**config.mk**
```make
export PLATFORM = sky130hd
export DESIGN_NAME = scan_test_ctrl_flat
export DESIGN_NICKNAME = d
export VERILOG_FILES = /design/src/rtl/scan_test_ctrl_if.sv /design/src/rtl/scan_test_ctrl.sv /design/src/flat_wrapper.sv
export SDC_FILE = /design/constraint.sdc
export NUM_CORES = 1
export LEC_CHECK = 0
export BUFFER_PORTS_ARGS = -buffer_cell sky130_fd_sc_hd__clkbuf_2
export CORE_MARGIN = 8
export CORE_UTILIZATION = 53
export CTS_CLUSTER_SIZE = 30
export DETAILED_ROUTE_END_ITERATION = 10
export PLACE_DENSITY = 0.74
export SYNTH_ARGS = -nofsm -noshare
export SYNTH_HDL_FRONTEND = slang
export SYNTH_SLANG_ARGS = --single-unit
```
**constraint.sdc**
```tcl
create_clock -name clk -period 2 [get_ports clk]
set_input_delay 0.2 -clock clk [delete_from_list [all_inputs] [get_ports clk]]
set_output_delay 0.2 -clock clk [all_outputs]
set_load 0.01 [all_outputs]
```
**src/rtl/scan_test_ctrl_if.sv**
```systemverilog
// Host/chain-side bundle for scan_test_ctrl: pattern request, chain drive/return and result.
// master = requester plus target chain, slave = the sequencer.
interface scan_test_ctrl_if #(
  parameter int unsigned CHAIN_LEN = 4
);
  logic                 start;
  logic [CHAIN_LEN-1:0] pattern_in;
  logic [CHAIN_LEN-1:0] expect_in;
  logic                 chain_so;
  logic                 scan_en;
  logic                 scan_in;
  logic                 busy;
  logic                 done;
  logic                 pass;
  logic [CHAIN_LEN-1:0] captured;
  logic [CHAIN_LEN-1:0] fail_bits;

  modport master (
    output start, pattern_in, expect_in, chain_so,
    input  scan_en, scan_in, busy, done, pass, captured, fail_bits
  );

  modport slave (
    input  start, pattern_in, expect_in, chain_so,
    output scan_en, scan_in, busy, done, pass, captured, fail_bits
  );
endinterface

```
**src/rtl/scan_test_ctrl.sv**
```systemverilog
// Scan-test sequencer: loads one pattern MSB first, runs capture cycles,
// unloads the response and compares it against the expected vector.
module scan_test_ctrl #(
  parameter int unsigned CHAIN_LEN      = 4,
  parameter int unsigned CAPTURE_CYCLES = 1
) (
  input  logic           clk,
  input  logic           rst,
  scan_test_ctrl_if.slave bus
);

  localparam int unsigned MAX_CNT = (CHAIN_LEN > CAPTURE_CYCLES) ? CHAIN_LEN : CAPTURE_CYCLES;
  localparam int unsigned CW      = $clog2(MAX_CNT + 1);
  localparam logic [CW-1:0] LAST_SHIFT = CW'(CHAIN_LEN - 1);
  localparam logic [CW-1:0] LAST_CAP   = CW'(CAPTURE_CYCLES - 1);

  typedef enum logic [2:0] {IDLE, LOAD, CAPTURE, UNLOAD, DONE} state_t;
  typedef logic [CHAIN_LEN-1:0] vec_t;

  state_t        state, state_n;
  logic [CW-1:0] cnt, cnt_n;
  logic          scan_en_q, scan_en_n;
  logic          scan_in_q, scan_in_n;
  logic          busy_q, busy_n;
  logic          done_q, done_n;
  logic          pass_q, pass_n;
  vec_t          captured_q, captured_n;
  vec_t          fail_q, fail_n;
  vec_t          pat_q, pat_n;   // latched pattern, shifted left as bits go out
  vec_t          exp_q, exp_n;

  // State and output registers
  always_ff @(posedge clk or negedge rst) begin
    if (!rst) begin
      state      <= IDLE;
      cnt        <= '0;
      scan_en_q  <= 1'b0;
      scan_in_q  <= 1'b0;
      busy_q     <= 1'b0;
      done_q     <= 1'b0;
      pass_q     <= 1'b0;
      captured_q <= '0;
      fail_q     <= '0;
      pat_q      <= '0;
      exp_q      <= '0;
    end else begin
      state      <= state_n;
      cnt        <= cnt_n;
      scan_en_q  <= scan_en_n;
      scan_in_q  <= scan_in_n;
      busy_q     <= busy_n;
      done_q     <= done_n;
      pass_q     <= pass_n;
      captured_q <= captured_n;
      fail_q     <= fail_n;
      pat_q      <= pat_n;
      exp_q      <= exp_n;
    end
  end

  // Next state; outputs are computed for the state being entered
  always_comb begin
    state_n    = state;
    cnt_n      = cnt + CW'(1);
    scan_en_n  = 1'b0;
    scan_in_n  = 1'b0;
    busy_n     = busy_q;
    done_n     = 1'b0;
    pass_n     = pass_q;
    captured_n = captured_q;
    fail_n     = fail_q;
    pat_n      = pat_q;
    exp_n      = exp_q;

    case (state)
      IDLE: begin
        cnt_n  = '0;
        busy_n = 1'b0;
        if (bus.start) begin
          state_n    = LOAD;
          pat_n      = bus.pattern_in << 1;
          exp_n      = bus.expect_in;
          captured_n = '0;
          pass_n     = 1'b0;
          fail_n     = '0;
          busy_n     = 1'b1;
          scan_en_n  = 1'b1;
          scan_in_n  = bus.pattern_in[CHAIN_LEN-1];
        end
      end

      LOAD: begin
        if (cnt == LAST_SHIFT) begin
          state_n = CAPTURE;
          cnt_n   = '0;
        end else begin
          scan_en_n = 1'b1;
          scan_in_n = pat_q[CHAIN_LEN-1];
          pat_n     = pat_q << 1;
        end
      end

      CAPTURE: begin
        if (cnt == LAST_CAP) begin
          state_n   = UNLOAD;
          cnt_n     = '0;
          scan_en_n = 1'b1;
        end
      end

      UNLOAD: begin
        captured_n = {captured_q[CHAIN_LEN-2:0], bus.chain_so};
        if (cnt == LAST_SHIFT) begin
          state_n = DONE;
          cnt_n   = '0;
          done_n  = 1'b1;
          pass_n  = (captured_n == exp_q);
          fail_n  = captured_n ^ exp_q;
        end else begin
          scan_en_n = 1'b1;
        end
      end

      DONE: begin
        state_n = IDLE;
        cnt_n   = '0;
        busy_n  = 1'b0;
      end

      default: begin
        state_n = IDLE;
        cnt_n   = '0;
        busy_n  = 1'b0;
      end
    endcase
  end

  assign bus.scan_en   = scan_en_q;
  assign bus.scan_in   = scan_in_q;
  assign bus.busy      = busy_q;
  assign bus.done      = done_q;
  assign bus.pass      = pass_q;
  assign bus.captured  = captured_q;
  assign bus.fail_bits = fail_q;

endmodule

```
**src/flat_wrapper.sv**
```systemverilog
// flat-port wrapper written by rule: the top's interface ports become plain ports
module scan_test_ctrl_flat 
#(
  parameter int unsigned CHAIN_LEN      = 4,
  parameter int unsigned CAPTURE_CYCLES = 1
)
  (clk, rst, bus_start, bus_pattern_in, bus_expect_in, bus_chain_so, bus_scan_en, bus_scan_in, bus_busy, bus_done, bus_pass, bus_captured, bus_fail_bits);
  scan_test_ctrl_if #(.CHAIN_LEN(CHAIN_LEN)) bus_i ();
  input  logic clk;
  input  logic rst;
  input wire logic [$bits(bus_i.start)-1:0] bus_start;
  input wire logic [$bits(bus_i.pattern_in)-1:0] bus_pattern_in;
  input wire logic [$bits(bus_i.expect_in)-1:0] bus_expect_in;
  input wire logic [$bits(bus_i.chain_so)-1:0] bus_chain_so;
  output wire logic [$bits(bus_i.scan_en)-1:0] bus_scan_en;
  output wire logic [$bits(bus_i.scan_in)-1:0] bus_scan_in;
  output wire logic [$bits(bus_i.busy)-1:0] bus_busy;
  output wire logic [$bits(bus_i.done)-1:0] bus_done;
  output wire logic [$bits(bus_i.pass)-1:0] bus_pass;
  output wire logic [$bits(bus_i.captured)-1:0] bus_captured;
  output wire logic [$bits(bus_i.fail_bits)-1:0] bus_fail_bits;
  assign bus_i.start = bus_start;
  assign bus_i.pattern_in = bus_pattern_in;
  assign bus_i.expect_in = bus_expect_in;
  assign bus_i.chain_so = bus_chain_so;
  assign bus_scan_en = bus_i.scan_en;
  assign bus_scan_in = bus_i.scan_in;
  assign bus_busy = bus_i.busy;
  assign bus_done = bus_i.done;
  assign bus_pass = bus_i.pass;
  assign bus_captured = bus_i.captured;
  assign bus_fail_bits = bus_i.fail_bits;
  scan_test_ctrl #(.CHAIN_LEN(CHAIN_LEN), .CAPTURE_CYCLES(CAPTURE_CYCLES)) u_core (.clk(clk), .rst(rst), .bus(bus_i));
endmodule
```
==> summary.txt <==
Clock tree
  – Max clock buf depth: 2
  – CTS Buf Count: 3
  – # Post-CTS Setup Buffers: 0
  – Clock-pin slew on the worst setup and hold paths: 140 ps
  – Root buffer cell: clkbuf_4
  – CTS Hold Buffers Added: 1
  – CTS resizes: 0
  – Clock H-tree levels: 1
  – Skew-Pair Late Insertion Delay: 310 ps
  – # clock sinks: 26
  – CTS tree: yes

Synth
  – Synthesized flop and latch total: 26
  – Post-synthesis sequential area ratio: 51.8%
  – Avg Inst Size Synth: 12.6 µm²
  – Leading area contributor after synthesis: dfrtp_1
  – Net count after synthesis: 116
  – Synth top area share: 51.8%
  – Largest family of logic cells by synthesized area: simple AND/OR/NAND/NOR gates
  – Synth Warn #: 0
  – Top cells by area, synth: dfrtp_1 (52%), mux2_2 (11%), ha_1 (4.0%), nor2_1 (3.9%), a22o_1 (2.8%)
  – Synthesized area: 1260 µm²
  – Multiplexer share of the synthesized area: 11.6%
  – Synth cell types: 32
  – Synth Area in Simple Gates: 15.6%
  – Xor and xnor area share after synthesis: 3.49%
  – Post-synthesis adder-cell area fraction: 3.98%
  – Synth Area in Compound Gates: 9.56%
  – Cells after synthesis: 100

Layout
  – Ant. Diodes: 0
  – Fin nets: 144
  – Share of layout cells above drive strength 1: 37.0%
  – Design area: 1460 µm²
  – Fillers: 181
  – Area Growth Syn to Fin: 16.0%
  – Finished Core Util: 65.3%
  – Final instance count without filler cells: 155

Floorplan
  – Die height: 64.7 µm
  – Core Footprint: 2230 µm²
  – Die area: 4180 µm²
  – Chip width: 64.7 µm
  – Row count: 17
  – Initial core utilization: 56.2%
  – I/O pin count: 25

Timing
  – Setup Viol. Count Final: 0
  – Least-Margin Pin Slew: 622 ps
  – Setup Skew: 2.33 ps
  – Setup total negative slack: 0 ps
  – Fmax: 0.560 GHz
  – Post-route setup slack: 214 ps
  – Minimum clock period: 1790 ps
  – Final period utilization: 89.3%
  – Final hold violations: 0
  – Worst hold slack: 100 ps
  – Max-slew violation count: 0
  – Slew headroom: 58.5%
  – RSZ-0062 raised after global routing: no

Route
  – Antenna viol nets, final: 0
  – Routed WL per cell: 15.2 µm
  – Drt first pass iters: 4
  – DRC: 0
  – Routed vias: 852
  – Starting DRT DRC Count: 18
  – Number of vias per cell: 5.50
  – WL final: 2.36 mm

Setup path
  – Worst EP required: 2220 ps
  – Crit-path max FO: 15
  – Worst stage delay on the critical path: 670 ps
  – Crit path buf inv count: 0
  – Setup crit start kind: flip-flop
  – CP Capture Type: flip-flop
  – Worst path slowest cell: dfrtp_1
  – Critical path data arrival time: 2010 ps
  – Crit Path Class: reg2reg
  – CP Cell Sequence: nor3b_2 > mux2_2 > mux2_2
  – Crit path max-delay family: flip-flops
  – Crit path top cell by count: mux2_2

GRT
  – GRT Util Overall: 12.1%
  – First-pass GRT wire length: 4.16 mm
  – Vias in the first global route: 932
  – Largest net degree at the start of global routing: 27
  – Initial antenna violation count: 0
  – Overflow after GRT: 0

Placement
  – Cells after DPL: 150
  – Post-DP HPWL: 1.83 mm
  – Routability cong.: 0.839
  – DP Worst Slack: 231 ps
  – IO Port Bufs: 24
  – Cell Area, Placed: 1400 µm²

Min path
  – Hold Path Class: in2reg

Power
  – Reg power frac: 41.3%
  – Worst ir drop on vdd: 0.890 mV
  – Sw Share: 36.8%
  – PwrDens: 1580 nW/µm²
  – Switching pwr: 0.845 mW
  – Combinational Power Share: 43.0%
  – Leakage power: 0.689 nW
  – Pint: 1.45 mW
  – Clk pwr share: 15.7%
  – Total power: 2.30 mW

Run
  – Max-cap check violation count: 0

Outcome
  – Status: finished, final reports clean
## synth_stat cells
cell type  number
dfrtp_1        26
nor2_1         13
mux2_2         12
inv_1           5
a22o_1          4
ha_1            4
xnor2_1         4
a21oi_1         3
and3b_1         2
buf_4           2
nand2b_1        2
nand4b_1        2
o21a_1          2
a211o_1         1
a21oi_4         1
a32o_1          1
a32oi_1         1
buf_2           1
buf_6           1
mux2i_1         1
nand2_1         1
nand3b_1        1
nor2b_1         1
nor3b_1         1
nor3b_2         1
nor4_1          1
nor4_4          1
nor4b_4         1
o21ai_0         1
o22ai_1         1
or3b_4          1
xor2_1          1
## cell families (layout without fill, tap and decap cells)
group | count (synthesis) | after routing
flops | 26 | 26
buf+inv | 9 | 36
fa+ha+maj | 4 | 4
simple gates | 28 | 28
xor+xnor | 5 | 5
compound gates | 15 | 15
mux | 13 | 13
## cell type report
class	instances	area, µm²	share of cell area (%)
multi-input cells	65	556	38.1
inverters	5	18.8	1.29
flip-flops and latches	26	651	44.6
repair buffers	27	145	9.96
clock inverters	1	30.0	2.06
well taps	28	35.0	2.40
clock buffers	3	22.5	1.55
## state kept, by name, summed over array words and instances, names as in the netlist, 3 cells and up
signal                flops
u_core.bus.fail_bits      4
u_core.bus.captured       4
u_core.cnt                3
u_core.state              3
u_core.pat_q              3
u_core.exp_q              4
## cells in the final DEF, fill, tap and decap left out, types with 2 or more instances in the layout
cell	count
clkbuf_4	3
xnor2_1	4
a22o_1	4
dfrtp_1	26
o21a_1	2
nand2b_1	2
nor2_1	13
clkbuf_2	24
inv_1	5
buf_4	2
nand4b_1	2
mux2_2	12
ha_1	4
and3b_1	2
a21oi_1	3
## per-layer routing
metal,vias up,track usage (%),wire length [µm]
li1,406,-,-
met1,425,14.9,1090
met5,-,0,0
met4,0,3.27,14
met3,2,3.09,102
met2,19,20.4,1150
## final timing paths
path                                              start                      end  slack, ps  cells past startpoint
worst max-delay path                    u_core.state[0]          u_core.pat_q[2]        210                      3
worst min register to register  u_core.bus.fail_bits[1]  u_core.bus.fail_bits[1]        520                      1
min in group asynchronous                           rst            u_core.cnt[1]        410                      2
worst max register to register          u_core.state[0]          u_core.pat_q[2]        210                      3
max in group asynchronous                           rst          u_core.exp_q[2]       1190                      2
worst min-delay path                  bus_pattern_in[3]       u_core.bus.scan_in        100                      2
## power by group through the flow
stage | Clock, mW | Sequential [mW] | Combinational [mW]
after detailed placement | 0 | 0.962 | 0.995
after floorplan | 0 | 0.936 | 0.754
after global routing | 0.388 | 0.983 | 1.10
final | 0.359 | 0.950 | 0.987
after CTS | 0.363 | 0.950 | 1.00
after global placement | 0 | 0.943 | 0.960
## worst register-to-register path, cell delays in order, from the launching register on
cell and delay, ps:
dfrtp_1 670, nor3b_2 380, mux2_2 380, mux2_2 260
(Power assumes the default switching activity.)
